## src/rtl/led_status_arbiter.sv

```systemverilog
// led_status_arbiter
//
// Shares the 4-bit front-panel LED bank between NUM_REQ status requesters.
// The lowest-index active requester wins. A new owner keeps the LEDs for at
// least MIN_HOLD_TICKS ticks so they do not flicker between owners. Each owner
// can show its pattern steady or blinking. With no requester active, the LEDs
// alternate 0xA / 0x5 as the idle indication.
//
// Ports:
//   clk_10MHz   - sole clock, rising edge
//   reset       - asynchronous, active-high reset
//   req         - per-requester request level (held while the LEDs are wanted)
//   req_pattern - 4-bit pattern per requester, requester i on [4i+3:4i]
//   req_blink   - per-requester blink enable (1 = blink, 0 = steady)
//   grant       - one-hot current owner, all zeros when idle (registered)
//   busy        - any grant active (registered)
//   led         - LED drive (registered)

module led_status_arbiter #(
  parameter int unsigned NUM_REQ          = 4,
  parameter int unsigned TICK_DIV         = 10000,
  parameter int unsigned MIN_HOLD_TICKS   = 500,
  parameter int unsigned BLINK_HALF_TICKS = 417
) (
  input  logic                   clk_10MHz,
  input  logic                   reset,
  input  logic [NUM_REQ-1:0]     req,
  input  logic [4*NUM_REQ-1:0]   req_pattern,
  input  logic [NUM_REQ-1:0]     req_blink,
  output logic [NUM_REQ-1:0]     grant,
  output logic                   busy,
  output logic [3:0]             led
);

  // Counter widths sized to hold their terminal value; at least one bit.
  localparam int unsigned TickW  = (TICK_DIV > 1)         ? $clog2(TICK_DIV)         : 1;
  localparam int unsigned HoldW  = (MIN_HOLD_TICKS > 1)   ? $clog2(MIN_HOLD_TICKS)   : 1;
  localparam int unsigned BlinkW = (BLINK_HALF_TICKS > 1) ? $clog2(BLINK_HALF_TICKS) : 1;

  localparam logic [TickW-1:0]  TickLast  = TickW'(TICK_DIV - 1);
  localparam logic [HoldW-1:0]  HoldLast  = HoldW'(MIN_HOLD_TICKS - 1);
  localparam logic [BlinkW-1:0] BlinkLast = BlinkW'(BLINK_HALF_TICKS - 1);

  localparam logic [3:0] LedIdleA = 4'hA;
  localparam logic [3:0] LedIdleB = 4'h5;

  typedef enum logic [1:0] {
    StIdle,
    StHold,
    StOwn
  } state_e;

  // Registered state.
  state_e             state_q,     state_d;
  logic [TickW-1:0]   tick_cnt_q,  tick_cnt_d;
  logic [HoldW-1:0]   hold_cnt_q,  hold_cnt_d;
  logic [BlinkW-1:0]  blink_cnt_q, blink_cnt_d;
  logic               phase_q,     phase_d;
  logic [3:0]         pat_q,       pat_d;
  logic               blink_en_q,  blink_en_d;
  logic [NUM_REQ-1:0] grant_q,     grant_d;
  logic               busy_q,      busy_d;
  logic [3:0]         led_q,       led_d;

  // Combinational helpers.
  logic               tick;
  logic               blink_wrap;
  logic               any_req;
  logic               owner_req;
  logic               higher_req;
  logic [NUM_REQ-1:0] req_winner;
  logic               new_grant;
  logic [NUM_REQ-1:0] new_sel;
  logic               go_idle;

  // OR-select of the 4-bit pattern belonging to a one-hot requester vector.
  function automatic logic [3:0] pick_pattern(input logic [NUM_REQ-1:0]   sel,
                                              input logic [4*NUM_REQ-1:0] pats);
    logic [3:0] p;
    p = '0;
    for (int i = 0; i < NUM_REQ; i++) begin
      if (sel[i]) begin
        p = p | pats[4*i +: 4];
      end
    end
    return p;
  endfunction

  // Free-running tick prescaler, never restarted by a grant.
  always_comb begin
    tick       = (tick_cnt_q == TickLast);
    tick_cnt_d = tick ? '0 : tick_cnt_q + 1'b1;
  end

  // Arbitration terms.
  always_comb begin
    any_req    = |req;
    // Isolate the lowest set bit: the highest-priority active requester.
    req_winner = req & (~req + 1'b1);
    owner_req  = |(req & grant_q);
    // For one-hot grant_q, grant_q - 1 masks every index below the owner.
    higher_req = |(req & (grant_q - 1'b1));
  end

  // Next-state and output logic.
  always_comb begin
    state_d    = state_q;
    grant_d    = grant_q;
    pat_d      = pat_q;
    blink_en_d = blink_en_q;
    new_grant  = 1'b0;
    new_sel    = '0;
    go_idle    = 1'b0;

    // Hold counter advances on ticks and saturates at its terminal value.
    hold_cnt_d = (tick && (hold_cnt_q != HoldLast)) ? hold_cnt_q + 1'b1 : hold_cnt_q;

    // Blink counter and phase run in every state; in idle the phase picks
    // 0xA / 0x5, while granted it gates a blinking pattern.
    blink_wrap  = tick && (blink_cnt_q == BlinkLast);
    if (tick) begin
      blink_cnt_d = blink_wrap ? '0 : blink_cnt_q + 1'b1;
    end else begin
      blink_cnt_d = blink_cnt_q;
    end
    phase_d = blink_wrap ? ~phase_q : phase_q;

    unique case (state_q)
      StIdle: begin
        if (any_req) begin
          new_grant = 1'b1;
          new_sel   = req_winner;
        end
      end

      StHold: begin
        // Preemption is ignored here; a dropped owner keeps its last pattern.
        if (owner_req) begin
          pat_d      = pick_pattern(grant_q, req_pattern);
          blink_en_d = |(grant_q & req_blink);
        end
        if (tick && (hold_cnt_q == HoldLast)) begin
          state_d = StOwn;
        end
      end

      StOwn: begin
        if (!owner_req && any_req) begin
          new_grant = 1'b1;
          new_sel   = req_winner;
        end else if (!owner_req) begin
          go_idle = 1'b1;
        end else if (higher_req) begin
          new_grant = 1'b1;
          new_sel   = req_winner;
        end else begin
          pat_d      = pick_pattern(grant_q, req_pattern);
          blink_en_d = |(grant_q & req_blink);
        end
      end

      default: begin
        go_idle = 1'b1;
      end
    endcase

    // Any new grant restarts hold and blink timing with the pattern shown.
    if (new_grant) begin
      state_d     = StHold;
      grant_d     = new_sel;
      pat_d       = pick_pattern(new_sel, req_pattern);
      blink_en_d  = |(new_sel & req_blink);
      hold_cnt_d  = '0;
      blink_cnt_d = '0;
      phase_d     = 1'b0;
    end

    if (go_idle) begin
      state_d     = StIdle;
      grant_d     = '0;
      blink_cnt_d = '0;
      phase_d     = 1'b0;
    end

    busy_d = |grant_d;

    // LED drive computed from next-state values so it lands with the grant.
    if (state_d == StIdle) begin
      led_d = phase_d ? LedIdleB : LedIdleA;
    end else if (blink_en_d && phase_d) begin
      led_d = 4'h0;
    end else begin
      led_d = pat_d;
    end
  end

  always_ff @(posedge clk_10MHz or posedge reset) begin
    if (reset) begin
      state_q     <= StIdle;
      tick_cnt_q  <= '0;
      hold_cnt_q  <= '0;
      blink_cnt_q <= '0;
      phase_q     <= 1'b0;
      pat_q       <= '0;
      blink_en_q  <= 1'b0;
      grant_q     <= '0;
      busy_q      <= 1'b0;
      led_q       <= LedIdleA;
    end else begin
      state_q     <= state_d;
      tick_cnt_q  <= tick_cnt_d;
      hold_cnt_q  <= hold_cnt_d;
      blink_cnt_q <= blink_cnt_d;
      phase_q     <= phase_d;
      pat_q       <= pat_d;
      blink_en_q  <= blink_en_d;
      grant_q     <= grant_d;
      busy_q      <= busy_d;
      led_q       <= led_d;
    end
  end

  assign grant = grant_q;
  assign busy  = busy_q;
  assign led   = led_q;

endmodule

```

## config.mk

```make
export PLATFORM = sky130hd
export DESIGN_NAME = led_status_arbiter
export DESIGN_NICKNAME = d
export VERILOG_FILES = /design/src/rtl/led_status_arbiter.sv
export SDC_FILE = /design/constraint.sdc
export NUM_CORES = 1
export LEC_CHECK = 0
export CAP_MARGIN = 10
export CELL_PAD_IN_SITES_DETAIL_PLACEMENT = 1
export CELL_PAD_IN_SITES_GLOBAL_PLACEMENT = 2
export CORE_MARGIN = 2
export CORE_UTILIZATION = 32
export DETAILED_ROUTE_END_ITERATION = 8
export PLACE_DENSITY_LB_ADDON = 0.3
export REMOVE_ABC_BUFFERS = 1
export SKIP_LAST_GASP = 1
export SYNTH_ARGS = -nofsm -noshare
export SYNTH_HDL_FRONTEND = slang
export SYNTH_SLANG_ARGS = --single-unit
```

## constraint.sdc

```tcl
create_clock -name clk_10MHz -period 2.41 [get_ports clk_10MHz]
set_input_delay 0.723 -clock clk_10MHz [delete_from_list [all_inputs] [get_ports clk_10MHz]]
set_output_delay 0.723 -clock clk_10MHz [all_outputs]
set_load 0.01 [all_outputs]
```

==> results.md, run 1 <==
* RD Place Congestion at a little over 0.8
* H-tree Lvls at 2
* DR WL/cell at approximately 16 microns
* Max-cap viol count at 0
* DP Cell Count at 507
* DR vias/cell at 5.30
* Worst setup margin at -161 ps
* Clk_skew at 12.3 ps
* Fin crit period at ~2600 ps
* Status: finished, violations left
* RSZ-0062 raised after global routing: yes
* Top post-synthesis cells by area: dfrtp_1 (40%), nor2_1 (5.8%), xnor2_1 (5.7%)
* Finished Layout Cells at 523
* CTS max path bufs at 2
* Clk pin slew, worst setup/hold paths at 100 ps
* Number of CTS-inserted buffers at 5
* Clock sink count at slightly below 50
* Diodes inserted at 0
* Post-Route Utilization at 0.487
* Synth area leader: dfrtp_1
* Hold Path Class: flip-flop to flip-flop
* Worst EP required at 2670 ps
* DRT iter0 DRCs at 64
* F_max at between 300 and 400 MHz
* Initial antenna violation count at 0
* Syn-to-layout area delta at 46.7%
* EDFF count, synth at 0
* Reg2Reg Depth at 9
* CTS tree: built
* Critical Path AT at around 2800 ps
* Final period utilization at 1.07
* Fin nets at 448
* Power per standard cell area at 890 mW/mm^2
* Vias at ~2,800
* Static leakage at 1.85 nW
* Overflow after GRT at 0
* Max Fanout on Critical Path at 4
* CP endpoint kind: flip-flop
* Initial Util at 0.332
* Post-synth ARST share at 1.00
* Mean Syn Cell Area at about 9.4 sq um
* Tot Pwr at 0.00380 W
* GRT Overall Usage at 0.179
* Yosys top cell area share at 0.404
* Fill cells at 971
* Worst-Margin Slew at 458 ps
* Core area at 0.00876 sq mm
* DP HPWL at between 6000 and 7000 microns
* Ratio of cells with drive above 1 in the final layout at 0.333
* Main synth FF type: dfrtp_1
* Clock Tree Root: clkbuf_8
* Most instantiated cells after synthesis: dfrtp_1 (47), nor2_1 (45), nand2_1 (25), xnor2_1 (19), a22oi_1 (18)
* Final hold viol count at 0
* Hold_buf cts at 0
* Die width at 99.3 microns
* Failing checks: negative setup slack
* Most frequent cell after synthesis: dfrtp_1
* PortBufs at 34
* Yosys reg bits at 49
* # IOs at 35
* Routed WL at 8600 microns
* Netlist cell types at 52
* Vias in the first global route at 2,958
* Yosys warns at 0
* Row count at 34
* CP Class: flip-flop to flip-flop
* Die Span Y at 99.3 microns
* DP Worst Slack at -695 ps
* DRC errors left at 0
* Rel. slew slack at 0.694
* Largest net degree at the start of global routing at 50
* Seq/Total Area, Yosys at 0.422
* Detailed Routing Iterations Pass 1 at 4
* Worst-Skew Late Latency at just over 300 ps
* Max-slew violations at 0
* Worst IR Drop VDD at roughly 440 uV
* Die area at 0.00987 sq mm
* First-pass GRT wire length at 14,300 microns
* Mapped Cells at 308
* Final ANT Viol Nets at 0
* Cell Area, Synth at between 0.002 and 0.003 sq mm
* Hold path cells at 1
* CP startpoint kind: flip-flop
* Setup Viol. Count Final at 7
==> per-layer routing <==
metal / GRT usage / vias to the layer above / wire length (microns)
met3: 0.0246 / 14 / 146
li1: - / 1332 / -
met2: 0.305 / 21 / 4280
met1: 0.242 / 1403 / 4020
met5: 0 / - / 0
met4: 0.0443 / 0 / 152
==> cell type report <==
cell class	count	area, sq um	share of cell area
sequential	49	1230	0.288
clock buffer	5	68.8	0.0161
timing repair buffer	110	927	0.217
inverter	14	52.6	0.0123
multi-input combinational	234	1790	0.419
tap	108	135	0.0317
clock inverter	3	65.1	0.0152
==> registers in the layout, summed over array words and instances, names as in the netlist <==
| register | flops |
|---|---|
| tick_cnt_q | 14 |
| blink_cnt_q | 9 |
| hold_cnt_q | 9 |
| grant | 4 |
| led | 4 |
| pat_q | 4 |
| state_q | 2 |
| blink_en_q | 1 |
| busy | 1 |
| phase_q | 1 |
==> final timing paths <==
| check | endpoint | slack (ps) | startpoint |
|---|---|---|---|
| worst max-delay path | led[2] | -160 | grant[1] |
| worst min-delay path | tick_cnt_q[2] | 520 | tick_cnt_q[2] |
| worst max register to register | led[2] | -160 | grant[1] |
| worst min register to register | tick_cnt_q[2] | 520 | tick_cnt_q[2] |
| max in group asynchronous | led[1] | 1360 | reset |
| min in group asynchronous | tick_cnt_q[1] | 770 | reset |
==> cell families (layout without fill, tap and decap cells) <==
family	after synthesis	in the layout	share of synthesized area
AO/OA/AOI/OAI	63	63	0.169
XOR/XNOR	30	30	0.0903
adder cells (fa/ha/maj)	8	8	0.0344
buffers and inverters	25	132	0.0452
flip-flops	49	49	0.422
multiplexers	3	3	0.0108
AND/OR/NAND/NOR	130	130	0.228
==> cell usage in the layout, fill, tap and decap left out, types with 3 or more instances in the layout <==
cell type / count
inv_1: 10
clkbuf_8: 5
or4_4: 3
inv_2: 4
nand2_2: 3
a22oi_2: 5
a21oi_2: 4
dfrtp_1: 47
a221oi_1: 4
a221o_1: 5
ha_1: 7
buf_6: 4
clkdlybuf4s50_1: 30
nor3_2: 3
a22o_1: 5
a22oi_1: 13
and3_1: 3
buf_4: 71
nand4_1: 7
nand2_1: 21
xor2_1: 11
nand3_1: 14
nor2b_1: 3
o211ai_1: 3
xnor2_1: 19
and2_1: 4
nor2_1: 43
==> report_power, final <==
group	switching, W	total [W]	internal, W	leakage (nW)
clock	0.000291	0.000703	0.000412	0.0681
combinational	0.00102	0.00208	0.00106	1.14
sequential	0.0000705	0.00101	0.000944	0.647
total	0.00138	0.00380	0.00241	1.85
==> stage by stage <==
step           cell area (sq um)  TNS (ps)  hold slack, ps
3_3_place_gp                3830    -12810             494
4_1_cts                     4130      -452             518
2_1_floorplan               2830     -1300             451
3_5_place_dp                3830    -14590             500
6_report                    4270      -651             517
5_1_grt                     4270     -2100             557
==> worst max-delay path: stages (launching register included) <==
cell and delay (ps):
dfrtp_1 430, buf_4 180, o31a_2 360, o21ai_4 200, buf_6 120, nand4b_1 190, and2_4 220, or4_4 500
o211ai_1 140, o21ba_2 160
==> what timing repair did <==
| action | in CTS | in global routing |
|---|---|---|
| endpoints found under the setup margin | 25 | 24 |
| pin swaps | 9 | 16 |
| setup buffers | 6 | 2 |
| resized for setup | 32 | 33 |
Power figures use the tool's default switching activity.
==> inputs of run 2 (changes only) <==
==> constraint.sdc (replaced) <==
create_clock -name clk_10MHz -period 2.41 [get_ports clk_10MHz]
set_input_delay 0.482 -clock clk_10MHz [delete_from_list [all_inputs] [get_ports clk_10MHz]]
set_output_delay 0.482 -clock clk_10MHz [all_outputs]
set_load 0.01 [all_outputs]
==> results.md, run 2 (synthesis gave the netlist of run 1 again) <==
* Detailed Routing Iterations Pass 1 at 4
* Worst-Skew Late Latency at 310 ps
* Static leakage at 1.81 nW
* Worst IR Drop VDD at 458 uV
* Row count at 34
* Die width at 99.3 microns
* Placed instance area at 0.00383 sq mm
* Core area at 0.00876 sq mm
* Ratio of cells with drive above 1 in the final layout at 0.292
* Largest net degree at the start of global routing at 31
* Diodes inserted at 0
* Final ANT Viol Nets at 0
* Final Instance Area at 0.00411 sq mm
* CP endpoint kind: flip-flop
* Overflow after GRT at 0
* Clk_skew at 11.2 ps
* CP startpoint kind: flip-flop
* Number of CTS-inserted buffers at 5
* Rel. slew slack at 0.557
* Psw at 0.00129 W
* Vias at 2,715
* Clock sink count at between 40 and 50
* Top flop regs: tick_cnt_q: 14 flops, blink_cnt_q: 9 flops, hold_cnt_q: 9 flops
* Power per standard cell area at 828 mW/mm^2
* Max-slew violations at 0
* Final hold viol count at 0
* Int Pwr at 0.00212 W
* DP HPWL at 6330 microns
* Die Span Y at 99.3 microns
* Clk pin slew, worst setup/hold paths at 90 ps
* PortBufs at 34
* # IOs at 35
* RSZ-0062 raised after global routing: yes
* Setup Viol. Count Final at 8
* DR WL/cell at 15.8 microns
* Register share of total power at 0.296
* Sw Share at 0.378
* CTS max path bufs at 2
* DP Cell Count at roughly 500
* Clock power share at 0.142
* DP Worst Slack at -456 ps
* Worst-Margin Slew at roughly 660 ps
* Initial Util at 0.332
* Max Fanout on Critical Path at 5
* Critical Path AT at about 2700 ps
* RD Place Congestion at 0.819
* Status: finished, violations left
* First-pass GRT wire length at around 14,000 microns
* Worst setup margin at -139 ps
* Fin crit period at ~2500 ps
* Fin nets at 447
* Worst EP required at 2590 ps
* Final period utilization at 1.06
* Failing checks: negative setup slack
* DRC errors left at 0
* Top reg by flops: tick_cnt_q
* Gate power share at 0.562
* Vias in the first global route at 2,863
* Max FFs per register at 14
* H-tree Lvls at 2
* Hold_buf cts at 0
* Clock Tree Root: clkbuf_8
* Post-Route Utilization at 0.469
* Max-cap viol count at 0
* Most frequent cells in the layout: buf_4 (71), dfrtp_1 (47), nor2_1 (44), clkdlybuf4s50_1 (32), nand2_1 (23)
* Die area at 0.00987 sq mm
* CP Class: flip-flop to flip-flop
* Hold Path Class: flip-flop to flip-flop
* Setup TNS at -554 ps
* Syn-to-layout area delta at 41.4%
* Initial antenna violation count at 0
* Finished Layout Cells at ~520
* F_max at 392 MHz
* DRT iter0 DRCs at just under 80
* DR vias/cell at between 5 and 6
* Routed WL at 8270 microns
* CTS tree: built
* Commonest non-fill, non-tap cell in the layout: buf_4
* GRT Overall Usage at 0.172
==> run 2: cell types whose count changed in the layout (fill, tap and decap cells not counted), sizes merged <==
cell,before,now
buf,76,75
bufinv,2,0
clkbuf,7,5
clkdlybuf4s15,1,0
clkdlybuf4s50,30,32
clkinv,1,2
clkinvlp,0,1
dlygate4sd2,1,2
==> run 2: final timing paths <==
kind	end	slack, ps	depth (start not counted)	start
min in group asynchronous	tick_cnt_q[0]	590	2	reset
hold reg to reg	tick_cnt_q[11]	530	1	tick_cnt_q[11]
hold / removal	tick_cnt_q[11]	530	1	tick_cnt_q[11]
setup reg to reg	busy	-140	10	grant[0]
max in group asynchronous	grant[0]	1290	3	reset
setup / recovery	busy	-140	10	grant[0]
==> run 2: layer usage <==
| layer | vias to the layer above | track usage | share of wire |
|---|---|---|---|
| li1 | 1330 | - | - |
| met1 | 1354 | 0.235 | 0.48 |
| met2 | 22 | 0.297 | 0.49 |
| met3 | 9 | 0.0246 | 0.017 |
| met5 | - | 0 | 0 |
| met4 | 0 | 0.0285 | 0.0092 |
==> run 2: worst max-delay path: stages, from the launching register on <==
cell and delay (ps):
dfrtp_1 390, inv_2 50, ha_1 260, inv_1 40, a222oi_1 350, buf_4 190
a31oi_1 100, or2_4 280, a32oi_2 180, nor2_1 70, or4_1 510
==> run 2: layout make-up <==
class	count	area, sq um
clock inverter	3	17.5
fill	1008	4650
tap	108	135
clock buffer	5	68.8
inverter	14	52.6
timing repair buffer	109	925
multi-input combinational	234	1690
sequential	49	1230
==> run 2: stage by stage <==
step           power (W)  hold slack, ps
2_1_floorplan    0.00180             451
3_3_place_gp     0.00270             485
3_5_place_dp     0.00271             500
4_1_cts          0.00332             532
5_1_grt          0.00363             557
6_report         0.00341             528
==> run 2: power by group through the flow <==
stage | Sequential [W] | Combinational, W | Clock, W
finish | 0.00101 | 0.00191 | 0.000485
global route | 0.00102 | 0.00208 | 0.000531
CTS | 0.00101 | 0.00180 | 0.000508
detailed placement | 0.00102 | 0.00169 | 0
global placement | 0.00103 | 0.00167 | 0
floorplan | 0.00107 | 0.000739 | 0
==> run 2: what timing repair did <==
action,4_1_cts,5_1_grt
endpoints found under the setup margin,16,21
buffers inserted,3,5
pin swaps,12,11
resized for setup,16,22
==> inputs of run 3 (changes only) <==
--- a/config.mk
+++ b/config.mk
@@ -11,6 +11,7 @@
 export CORE_MARGIN = 2
 export CORE_UTILIZATION = 32
 export DETAILED_ROUTE_END_ITERATION = 8
+export HOLD_SLACK_MARGIN = 0.02
 export PLACE_DENSITY_LB_ADDON = 0.3
 export REMOVE_ABC_BUFFERS = 1
 export SKIP_LAST_GASP = 1
==> results of run 3 <==
Same layout as run 2: the final DEF is identical, and so are final timing and power.
